`src/rtl/green_mon_pkg.sv`:
```
// Shared helpers for the green sequence monitor: bit counting, one-hot decode
// and saturating increment. Vectors are zero-extended to MAX_CH bits by callers.
package green_mon_pkg;

    localparam int MAX_CH = 32;

    function automatic logic [5:0] popcount(input logic [MAX_CH-1:0] v);
        logic [5:0] c;
        c = '0;
        for (int i = 0; i < MAX_CH; i++) c = c + {5'd0, v[i]};
        return c;
    endfunction

    // Only meaningful for one-hot input; OR of indices keeps the decode shallow.
    function automatic logic [4:0] onehot_to_idx(input logic [MAX_CH-1:0] v);
        logic [4:0] idx;
        idx = '0;
        for (int i = 0; i < MAX_CH; i++) if (v[i]) idx = idx | 5'(i);
        return idx;
    endfunction

    function automatic logic [31:0] sat_inc(input logic [31:0] v, input logic [31:0] lim);
        return (v >= lim) ? lim : v + 32'd1;
    endfunction

endpackage

```
`src/rtl/green_sequence_monitor_starve_timer.sv`:
```
// Per-channel starvation timer: counts cycles without green, saturating at
// STARVE_LIMIT; starve_o is registered alongside the timer.
module starve_timer
    import green_mon_pkg::*;
#(
    parameter int STARVE_LIMIT = 200
) (
    input  logic clock,
    input  logic reset,
    input  logic clear,
    input  logic green_i,
    output logic starve_o
);

    localparam int TW = $clog2(STARVE_LIMIT + 1);

    logic [TW-1:0] timer;
    logic [TW-1:0] timer_next;

    always_comb begin
        timer_next = '0;
        if (!green_i) timer_next = TW'(sat_inc(32'(timer), 32'(STARVE_LIMIT)));
    end

    always_ff @(posedge clock or posedge reset) begin
        if (reset) begin
            timer    <= '0;
            starve_o <= 1'b0;
        end else if (clear) begin
            timer    <= '0;
            starve_o <= 1'b0;
        end else begin
            timer    <= timer_next;
            starve_o <= (timer_next == TW'(STARVE_LIMIT));
        end
    end

endmodule

```
`src/rtl/green_sequence_monitor.sv`:
```
// Intersection green-signal monitor: records ordered sole-green hand-overs in a
// pair matrix, counts multi-green conflicts and flags starved channels (N <= 32).
module green_sequence_monitor
    import green_mon_pkg::*;
#(
    parameter  int NUM_CHANNELS = 4,
    parameter  int CNT_WIDTH    = 8,
    parameter  int STARVE_LIMIT = 200,
    localparam int IDX_W        = (NUM_CHANNELS > 2) ? $clog2(NUM_CHANNELS) : 1
) (
    input  logic                                 clock,
    input  logic                                 reset,
    input  logic [NUM_CHANNELS-1:0]              green,
    input  logic                                 clear,
    output logic [NUM_CHANNELS*NUM_CHANNELS-1:0] pair_seen,
    output logic                                 all_pairs_seen,
    output logic                                 xfer_valid,
    output logic [IDX_W-1:0]                     xfer_from,
    output logic [IDX_W-1:0]                     xfer_to,
    output logic                                 conflict,
    output logic [CNT_WIDTH-1:0]                 conflict_count,
    output logic [NUM_CHANNELS-1:0]              starve
);

    localparam int NN = NUM_CHANNELS * NUM_CHANNELS;

    logic [MAX_CH-1:0] green_ext;
    logic [5:0]        pc;
    logic              sole, multi, handover;
    logic [IDX_W-1:0]  k;
    logic [IDX_W-1:0]  last_sole;
    logic              last_valid;
    logic [NN-1:0]     pair_next, diag_mask;

    assign green_ext = MAX_CH'(green);
    assign pc        = popcount(green_ext);
    assign sole      = (pc == 6'd1);
    assign multi     = (pc > 6'd1);
    assign k         = IDX_W'(onehot_to_idx(green_ext));
    assign handover  = sole && last_valid && (last_sole != k);

    // Diagonal is forced set in the AND so all_pairs_seen only needs off-diagonal hits.
    always_comb begin
        diag_mask = '0;
        for (int i = 0; i < NUM_CHANNELS; i++) diag_mask[i*NUM_CHANNELS+i] = 1'b1;
        pair_next = pair_seen;
        if (handover) pair_next[int'(last_sole)*NUM_CHANNELS + int'(k)] = 1'b1;
    end

    always_ff @(posedge clock or posedge reset) begin
        if (reset) begin
            pair_seen      <= '0;
            all_pairs_seen <= 1'b0;
            xfer_valid     <= 1'b0;
            xfer_from      <= '0;
            xfer_to        <= '0;
            conflict       <= 1'b0;
            conflict_count <= '0;
            last_sole      <= '0;
            last_valid     <= 1'b0;
        end else if (clear) begin
            pair_seen      <= '0;
            all_pairs_seen <= 1'b0;
            xfer_valid     <= 1'b0;
            conflict       <= 1'b0;
            conflict_count <= '0;
            last_valid     <= 1'b0;
        end else begin
            pair_seen      <= pair_next;
            all_pairs_seen <= &(pair_next | diag_mask);
            xfer_valid     <= handover;
            conflict       <= multi;
            if (multi)
                conflict_count <= CNT_WIDTH'(sat_inc(32'(conflict_count), 32'({CNT_WIDTH{1'b1}})));
            if (sole) begin
                last_sole  <= k;
                last_valid <= 1'b1;
            end
            if (handover) begin
                xfer_from <= last_sole;
                xfer_to   <= k;
            end
        end
    end

    for (genvar i = 0; i < NUM_CHANNELS; i++) begin : g_starve
        starve_timer #(.STARVE_LIMIT(STARVE_LIMIT)) u_timer (
            .clock   (clock),
            .reset   (reset),
            .clear   (clear),
            .green_i (green[i]),
            .starve_o(starve[i])
        );
    end

endmodule
```
`config.mk`:
```
export PLATFORM = sky130hd
export DESIGN_NAME = green_sequence_monitor
export DESIGN_NICKNAME = d
export VERILOG_FILES = /design/src/rtl/green_mon_pkg.sv /design/src/rtl/green_sequence_monitor_starve_timer.sv /design/src/rtl/green_sequence_monitor.sv
export SDC_FILE = /design/constraint.sdc
export NUM_CORES = 1
export LEC_CHECK = 0
export ABC_CLOCK_PERIOD_IN_PS = 6100
export BUFFER_PORTS_ARGS = -buffer_cell sky130_fd_sc_hd__buf_2
export CAP_MARGIN = 25
export CORE_MARGIN = 10
export CORE_UTILIZATION = 55
export CTS_BUF_LIST = sky130_fd_sc_hd__clkbuf_4 sky130_fd_sc_hd__clkbuf_8
export CTS_CLUSTER_DIAMETER = 40
export DETAILED_ROUTE_END_ITERATION = 12
export GPL_ROUTABILITY_DRIVEN = 0
export PLACE_DENSITY = 0.78
export SLEW_MARGIN = 20
export SYNTH_ARGS = -nofsm -noshare
export SYNTH_HDL_FRONTEND = slang
export SYNTH_SLANG_ARGS = --single-unit
```
`constraint.sdc`:
```
create_clock -name clock -period 6.1 [get_ports clock]
set_clock_uncertainty 0.1 [all_clocks]
set_input_delay 1.22 -clock clock [delete_from_list [all_inputs] [get_ports clock]]
set_output_delay 1.22 -clock clock [all_outputs]
set_load 0.05 [all_outputs]
```
==> results.yml, run 1 <==
detailed_routing:
  antenna_left: 0
  dr_total_vias: 2864
  first_pass_iters: 4
  drc_errors: 0
  route.detailed.wl_per_inst_um: 15.2
  drt_iter0_markers: 233
  routed_wl_um: 7620
  routed_via_density: 5.71
timing:
  post-route-period-util_pct: 57.5
  fin_setup_tns_ns: 0
  setup_viol: 0
  hold_viol_final: 0
  maxClockFrequency_mhz: 285
  worst_pin_slew_ns: 0.863
  rsz0062_at_grt: "false"
  fin_crit_ns: 3.51
  final_max_slew_viol_count: 0
  timing.max_slew.rel_slack_pct: 41.8
setup_path:
  data_required_time_at_the_worst_endpoint_ns: 6.23
  crit_path_top_delay_cell: "fa_1"
  critical-path-top-cell-by-count: "inv_1"
  critPathCaptureType: "flop"
  worst-endpoint-arrival_ns: 3.64
  critical-path-top-delay-family: "adder cells"
  slowest_delay_ns: 0.51
  worst-path-max-fanout: 8
  crit_path_kind: "in2reg"
  timing.critical_path.buf_inv: 4
  critPathLaunchType: "input port"
  critical_path.cell_chain: "buf_2 > inv_1 > fa_1 > inv_1 > ha_1 > inv_1 > ha_1 > nand4bb_1 > o41ai_2 > o2111ai_1 > nor4_1"
yosys:
  synth.yosys.seq_area_share_pct: 47.8
  synth_warnings: 0
  proportion_of_synthesized_flip_flops_having_asynchronous_set_or_reset_pct: 100
  post_synth.cell_area_avg_um2: 9.64
  synth_commonest_cells: "dfrtp_1 (70), nor2_1 (61), inv_1 (35)"
  area_contributors_post_synth: "dfrtp_1 (48%), nor2_1 (6.3%), ha_1 (4.1%)"
  dominantRegCellSynth: "dfrtp_1"
  mappedNetlistNets: 400
  ys_ff_latch: 70
  post_synthesis_instance_area_um2: 3660
  synthMostInstantiatedCell: "dfrtp_1"
  number_of_enable_flip_flop_cells_after_synthesis: 0
  postSynthCellCount: 380
  synthDominantCellAreaShare_pct: 47.8
  ys_types: 62
  synth_top_cell_by_area: "dfrtp_1"
placement:
  place_hpwl_um: 5480
  count_of_input_and_output_buffers: 41
floorplanning:
  i_o_pin_total: 42
  die_height_um: 102
  fp.coreArea_um2: 6420
  die-area_um2: 10300
  die_width_um: 102
  floorplan.initialDensity_pct: 57.0
  std_cell_rows: 29
cells_and_area:
  share_of_cells_above_drive_strength_1_pct: 17.4
  syn_to_final_growth_pct: 13.3
  nNetsFinal: 440
  antenna-diode-count: 0
clock_network:
  cts_made_buffers: 9
  cts.repair.resized: 0
  cts.clk_slew.worst_paths_ns: 0.07
  clockRootBuffer: "clkbuf_8"
  cts.sinks: 70
  cts.path.max_buffers: 2
  cts_tree: "built"
  setup_bufs_post_cts: 0
  h-tree-depth: 3
  clkLatencyLatePin_ns: 0.33
  cts.hold.buffers_added: 0
global_route:
  grt_use_total_pct: 15.4
  grt_start_max_net_pins: 71
  grt_antenna_before_repair: 0
  grt_first_pass_wirelength_um: 12900
  grt.overflow.total: 0
  grt_pass1_vias: 2693
outcome:
  result_of_the_run: "complete, no violations"
pwr:
  internal-power_w: 0.000826
  power_share_of_the_clock_group_pct: 40.0
  net-switching-power_w: 0.000331
  ir_worst_vdd_v: 0.000208
  switching_share_pct: 28.6
  fin_total_pwr_w: 0.00116
  leakage_nw: 1.95
  pwr-share-seq_pct: 45.1
  powerDensity_nw_per_um2: 279
  power.combinational.fraction_pct: 14.9
job:
  maxCapViolCount: 0
hold_path:
  holdCritPathClass: "reg2reg"
power groups by stage:
stage | registers, W | clock network [W] | logic (W)
after floorplan | 0.000564 | 0 | 0.0000955
after global placement | 0.000530 | 0 | 0.000169
after detailed placement | 0.000530 | 0 | 0.000174
after CTS | 0.000521 | 0.000471 | 0.000175
after global routing | 0.000525 | 0.000494 | 0.000192
final | 0.000522 | 0.000463 | 0.000172
cells by family (layout without fill, tap and decap cells):
logic type | Yosys count | in the layout | share of synthesized area (%)
buf+inv | 48 | 93 | 5.64
flops | 70 | 70 | 47.8
mux | 6 | 6 | 1.74
xor+xnor | 15 | 15 | 3.59
simple gates | 154 | 154 | 21.4
fa+ha+maj | 13 | 13 | 4.64
compound gates | 74 | 74 | 15.2
flip-flops by register name (all words and copies together) (netlist names):
name and cells:
last_sole 2, xfer_from 2, conflict_count 8, xfer_to 2, xfer_valid 1, conflict 1, g_starve.u_timer.timer 32, g_starve.u_timer.starve_o 4
pair_seen 16, last_valid 1, all_pairs_seen 1
through the flow:
stage | utilization, % | instance area [µm²] | cells | worst slack, ns | hold WS [ns]
6_report | 64.6 | 4150 | 502 | 2.59 | 0.393
5_1_grt | 64.6 | 4150 | 502 | 2.43 | 0.417
4_1_cts | 64.6 | 4150 | 502 | 2.61 | 0.395
3_5_place_dp | 60.7 | 3900 | 486 | 2.27 | 0.385
3_3_place_gp | 60.7 | 3900 | 486 | 2.34 | 0.372
2_1_floorplan | - | 3660 | 380 | 2.55 | 0.353
metal layers:
metal / track usage [%] / part of all wire (%)
met1: 20.3 / 46
met2: 23.8 / 48
met3: 3.68 / 4.7
met4: 6.27 / 1.7
met5: 0 / 0
cell usage in the layout (no fill, tap or decap), types with 9 or more instances in the layout:
| cell | n |
|---|---|
| nor2_1 | 61 |
| nand3_1 | 12 |
| nor3_1 | 11 |
| xor2_1 | 9 |
| nand2_1 | 18 |
| dfrtp_1 | 70 |
| nor2b_1 | 10 |
| ha_1 | 12 |
| buf_2 | 41 |
| inv_1 | 34 |
| a21oi_1 | 20 |
| clkbuf_8 | 10 |
final cells by class:
type / count / area, µm²
Timing Repair Buffer: 42 / 213
Clock inverter: 5 / 106
Fill cell: 515 / 2270
Clock buffer: 11 / 145
Tap cell: 77 / 96.3
Sequential cell: 70 / 1750
Multi-Input combinational cell: 262 / 1710
Inverter: 35 / 131
path summary, 6_finish.rpt:
kind | start | endpoint | slack, ns | cells after the start
worst min register to register | g_starve[0].u_timer.timer[0] | g_starve[0].u_timer.timer[0] | 0.39 | 1
worst max register to register | last_sole[0] | xfer_from[0] | 4.15 | 4
worst min-delay path | g_starve[0].u_timer.timer[0] | g_starve[0].u_timer.timer[0] | 0.39 | 1
min in group asynchronous | reset | g_starve[2].u_timer.timer[4] | 1.03 | 3
max in group asynchronous | reset | pair_seen[8] | 4.32 | 3
worst max-delay path | green[1] | all_pairs_seen | 2.59 | 11
No activity file was read; power rests on OpenSTA's default activity.
==> run 2: changes to the inputs <==
- ABC_CLOCK_PERIOD_IN_PS: 6100 -> 3600
- clock period: 6.1 -> 3.6 ns (I/O delays scaled with it)
==> results.yml, run 2 (synthesized netlist as in run 1, its figures left out) <==
outcome:
  result_of_the_run: "complete, no violations"
detailed_routing:
  antenna_left: 0
  route.detailed.wl_per_inst_um: 15.6
  routed_via_density: 5.77
  routed-wl-met3_um: 366
  post_route_m1_wl_um: 3660
  dr_total_vias: 2896
  highest_layer: "met4"
  routed_wl_um: 7850
  drt_iter0_markers: 160
  wl_met2_um: 3670
  first_pass_iters: 4
  drc_errors: 0
hold_path:
  holdCritPathClass: "reg2reg"
  holdPathStages: 1
floorplanning:
  i_o_pin_total: 42
  die_width_um: 102
  fp.coreArea_um2: 6420
  die_height_um: 102
  die-area_um2: 10300
  std_cell_rows: 29
  floorplan.initialDensity_pct: 57.0
timing:
  final_max_slew_viol_count: 0
  timing.max_slew.rel_slack_pct: 43.1
  hold_viol_final: 0
  worst_pin_slew_ns: 0.842
  fin_setup_tns_ns: 0
  fin_crit_ns: 3.01
  maxClockFrequency_mhz: 332
  fin_ws_ns: 0.590
  post-route-period-util_pct: 83.6
  rsz0062_at_grt: "false"
  setup_viol: 0
  hold-worst-slack_ns: 0.390
cells_and_area:
  layout_commonest_cell: "dfrtp_1"
  largest_register_ff_count: 32
  nNetsFinal: 440
  share_of_cells_above_drive_strength_1_pct: 17.4
  final_core_util_pct: 64.2
  antenna-diode-count: 0
  num-fill-cells: 521
  max_flop_register: "g_starve.u_timer.timer"
  syn_to_final_growth_pct: 12.6
  instances_no_fill: 502
  largest_registers: "g_starve.u_timer.timer: 32 flops, pair_seen: 16 flops, conflict_count: 8 flops"
  most-common-layout-cells: "dfrtp_1 (70), nor2_1 (61), buf_2 (41)"
setup_path:
  critical-path-top-delay-family: "adder cells"
  slowest_delay_ns: 0.50
  worst-r2r-cell-count: 4
  critPathLaunchType: "input port"
  data_required_time_at_the_worst_endpoint_ns: 3.74
  crit_path_top_delay_cell: "fa_1"
  worst-path-max-fanout: 8
  crit_path_kind: "in2reg"
  critical_path.cell_chain: "buf_2 > inv_1 > fa_1 > inv_1 > ha_1 > inv_1 > ha_1 > and4bb_1 > a41oi_1 > or3_1 > nor4_1"
  critical-path-top-cell-by-count: "inv_1"
  timing.critical_path.buf_inv: 4
  critPathCaptureType: "flop"
  worst-endpoint-arrival_ns: 3.15
  crit_cells: 11
global_route:
  grt_start_max_net_pins: 40
  grt_antenna_before_repair: 0
  grt_first_pass_wirelength_um: 13300
  grt_use_total_pct: 15.8
  grt.overflow.total: 0
  grt_pass1_vias: 2810
placement:
  post-place-cells: 486
  place_hpwl_um: 5640
  count_of_input_and_output_buffers: 41
  setup_slack_after_placement_ns: 0.240
clock_network:
  setup_bufs_post_cts: 0
  cts_made_buffers: 9
  cts.hold.buffers_added: 0
  cts.clk_slew.worst_paths_ns: 0.08
  cts_tree: "built"
  cts.path.max_buffers: 2
  clockRootBuffer: "clkbuf_8"
  clkLatencyLatePin_ns: 0.34
  h-tree-depth: 3
  cts.sinks: 70
  cts.repair.resized: 0
pwr:
  powerDensity_nw_per_um2: 449
  leakage_nw: 1.94
  ir_worst_vdd_v: 0.000225
job:
  maxCapViolCount: 0
[run 2: cell count changes in the layout (fill, tap and decap cells not counted)]
cell / previous run / this run
buf_4: 1 / 0
buf_12: 0 / 1
clkbuf_8: 10 / 11
bufinv_16: 3 / 1
clkinv_4: 1 / 2
[run 2: worst paths after layout]
path	from	endpoint	slack, ns
setup / recovery	green[1]	all_pairs_seen	0.59
hold / removal	g_starve[0].u_timer.timer[0]	g_starve[0].u_timer.timer[0]	0.39
setup reg to reg	last_sole[0]	xfer_from[1]	1.59
hold reg to reg	g_starve[0].u_timer.timer[0]	g_starve[0].u_timer.timer[0]	0.39
max in group asynchronous	reset	pair_seen[9]	2.37
min in group asynchronous	reset	g_starve[2].u_timer.timer[4]	0.41
[run 2: cell type report]
type                            instances  area [µm²]  area share [%]
Sequential cell                        70        1750            42.5
Multi-Input combinational cell        262        1710            41.4
Timing Repair Buffer                   42         225            5.46
Clock buffer                           12         159            3.85
Inverter                               35         131            3.19
Tap cell                               77        96.3            2.34
Clock inverter                          4        55.1            1.33
[run 2: report_power, final]
| group | leakage, nW | internal (W) | switching, W |
|---|---|---|---|
| registers | 0.950 | 0.000825 | 0.0000593 |
| clock network | 0.106 | 0.000368 | 0.000306 |
| logic | 0.881 | 0.0000877 | 0.000203 |
| total | 1.94 | 0.00128 | 0.000569 |
[run 2: per-stage QoR]
stage | area [µm²] | power [W]
after floorplan | 3660 | 0.00112
after global placement | 3910 | 0.00119
after detailed placement | 3910 | 0.00119
after CTS | 4120 | 0.00186
after global routing | 4120 | 0.00193
final | 4120 | 0.00185
[run 2: routing by layer]
layer  GRT usage, %  up-vias
met5              0        -
met4           7.37        0
met3           3.74       14
met2           24.5       72
met1           20.4     1397
li1               -     1413
==> run 3: changes to the inputs <==
- ABC_CLOCK_PERIOD_IN_PS: 3600 -> 3150
- clock period: 3.6 -> 3.15 ns (I/O delays scaled with it)
==> results.yml, run 3 (synthesized netlist as in run 1, its figures left out) <==
outcome:
  result_of_the_run: "complete, no violations"
cells_and_area:
  largest_registers: "g_starve.u_timer.timer: 32 flops, pair_seen: 16 flops, conflict_count: 8 flops"
  share_of_cells_above_drive_strength_1_pct: 18.4
  nNetsFinal: 445
  antenna-diode-count: 0
  finalInstanceArea_um2: 4190
  max_flop_register: "g_starve.u_timer.timer"
  syn_to_final_growth_pct: 14.5
  final_core_util_pct: 65.3
  largest_register_ff_count: 32
  layout_commonest_cell: "dfrtp_1"
  num-fill-cells: 506
  most-common-layout-cells: "dfrtp_1 (70), nor2_1 (61), buf_2 (41)"
global_route:
  grt.overflow.total: 0
  grt_pass1_vias: 2716
  grt_first_pass_wirelength_um: 12500
  grt_antenna_before_repair: 0
  grt_start_max_net_pins: 40
  grt_use_total_pct: 14.8
timing:
  post-route-period-util_pct: 88.6
  worst_pin_slew_ns: 0.803
  timing.max_slew.rel_slack_pct: 45.8
  setup_viol: 0
  fin_setup_tns_ns: 0
  fin_crit_ns: 2.79
  maxClockFrequency_mhz: 358
  final_max_slew_viol_count: 0
  hold-worst-slack_ns: 0.308
  rsz0062_at_grt: "false"
  hold_viol_final: 0
setup_path:
  worstReg2RegStart: "last_sole[0]"
  setup.reg_to_reg.worst_slack_ns: 1.14
  data_required_time_at_the_worst_endpoint_ns: 3.29
  crit_path_kind: "in2reg"
  worst-endpoint-arrival_ns: 2.93
  worst-path-max-fanout: 7
  critPathCaptureType: "flop"
  critPathLaunchType: "input port"
  r2r_end: "xfer_from[0]"
  worst-r2r-cell-count: 4
clock_network:
  cts.sinks: 70
  cts.hold.buffers_added: 0
  cts.clk_slew.worst_paths_ns: 0.08
  cts.path.max_buffers: 2
  cts.repair.resized: 0
  clockRootBuffer: "clkbuf_8"
  cts_tree: "built"
  h-tree-depth: 3
  cts_made_buffers: 9
  setup_bufs_post_cts: 0
  clkLatencyLatePin_ns: 0.34
pwr:
  powerDensity_nw_per_um2: 530
  leakage_nw: 1.98
  fin_total_pwr_w: 0.00222
  ir_worst_vdd_v: 0.000301
placement:
  placement.cell_area_um2: 3950
  count_of_input_and_output_buffers: 41
  place_hpwl_um: 5330
detailed_routing:
  routed_via_density: 5.56
  routed_wl_um: 7320
  drc_errors: 0
  antenna_left: 0
  route.detailed.wl_per_inst_um: 14.4
  first_pass_iters: 4
  dr_total_vias: 2819
  drt_iter0_markers: 157
floorplanning:
  floorplan.initialDensity_pct: 57.0
  die_height_um: 102
  die_width_um: 102
  std_cell_rows: 29
  i_o_pin_total: 42
  die-area_um2: 10300
  fp.coreArea_um2: 6420
job:
  maxCapViolCount: 0
hold_path:
  holdCritPathClass: "in2async"
## run 3: layer usage
layer | vias to the layer above | routed length (µm) | GRT usage (%)
met2 | 51 | 3400 | 23.4
met5 | - | 0 | 0
met3 | 8 | 356 | 3.88
met4 | 0 | 78 | 5.17
met1 | 1333 | 3490 | 19.3
li1 | 1427 | - | -
## run 3: report_power, final
group | leakage, nW | internal, W | switching (W)
clock | 0.126 | 0.000546 | 0.000334
combinational | 0.905 | 0.000105 | 0.000232
sequential | 0.950 | 0.000943 | 0.0000656
total | 1.98 | 0.00159 | 0.000631
## run 3: worst max-delay path, stage by stage
cell      delay (ns)
buf_2           0.08
inv_1           0.06
fa_1            0.54
inv_1           0.05
ha_1            0.19
inv_1           0.06
ha_1            0.25
and4bb_1        0.39
a41oi_1         0.17
or3_1           0.36
nor4_1          0.16
## run 3: metrics by stage
step / setup WS (ns) / cells
finish: 0.360 / 507
global route: 0.163 / 507
CTS: 0.367 / 507
detailed placement: 0.0207 / 491
global placement: 0.0477 / 491
floorplan: 0.189 / 380
## run 3: cell type report
class | count | area, µm² | area share (%)
well taps | 77 | 96.3 | 2.30
inverters | 35 | 131 | 3.13
flip-flops and latches | 70 | 1750 | 41.8
multi-input cells | 262 | 1710 | 40.7
clock buffers | 10 | 138 | 3.28
clock inverters | 6 | 109 | 2.60
repair buffers | 47 | 263 | 6.26
## run 3: worst max-delay path by stage
stage                     startpoint        endpoint  slack, ns  cells past startpoint
after floorplan             green[1]  all_pairs_seen       0.19                     11
after global placement      green[0]  all_pairs_seen       0.05                     11
after detailed placement    green[0]  all_pairs_seen       0.02                     11
after CTS                   green[0]  all_pairs_seen       0.37                     11
after global routing        green[0]  all_pairs_seen       0.16                     11
final                       green[0]  all_pairs_seen       0.36                     11
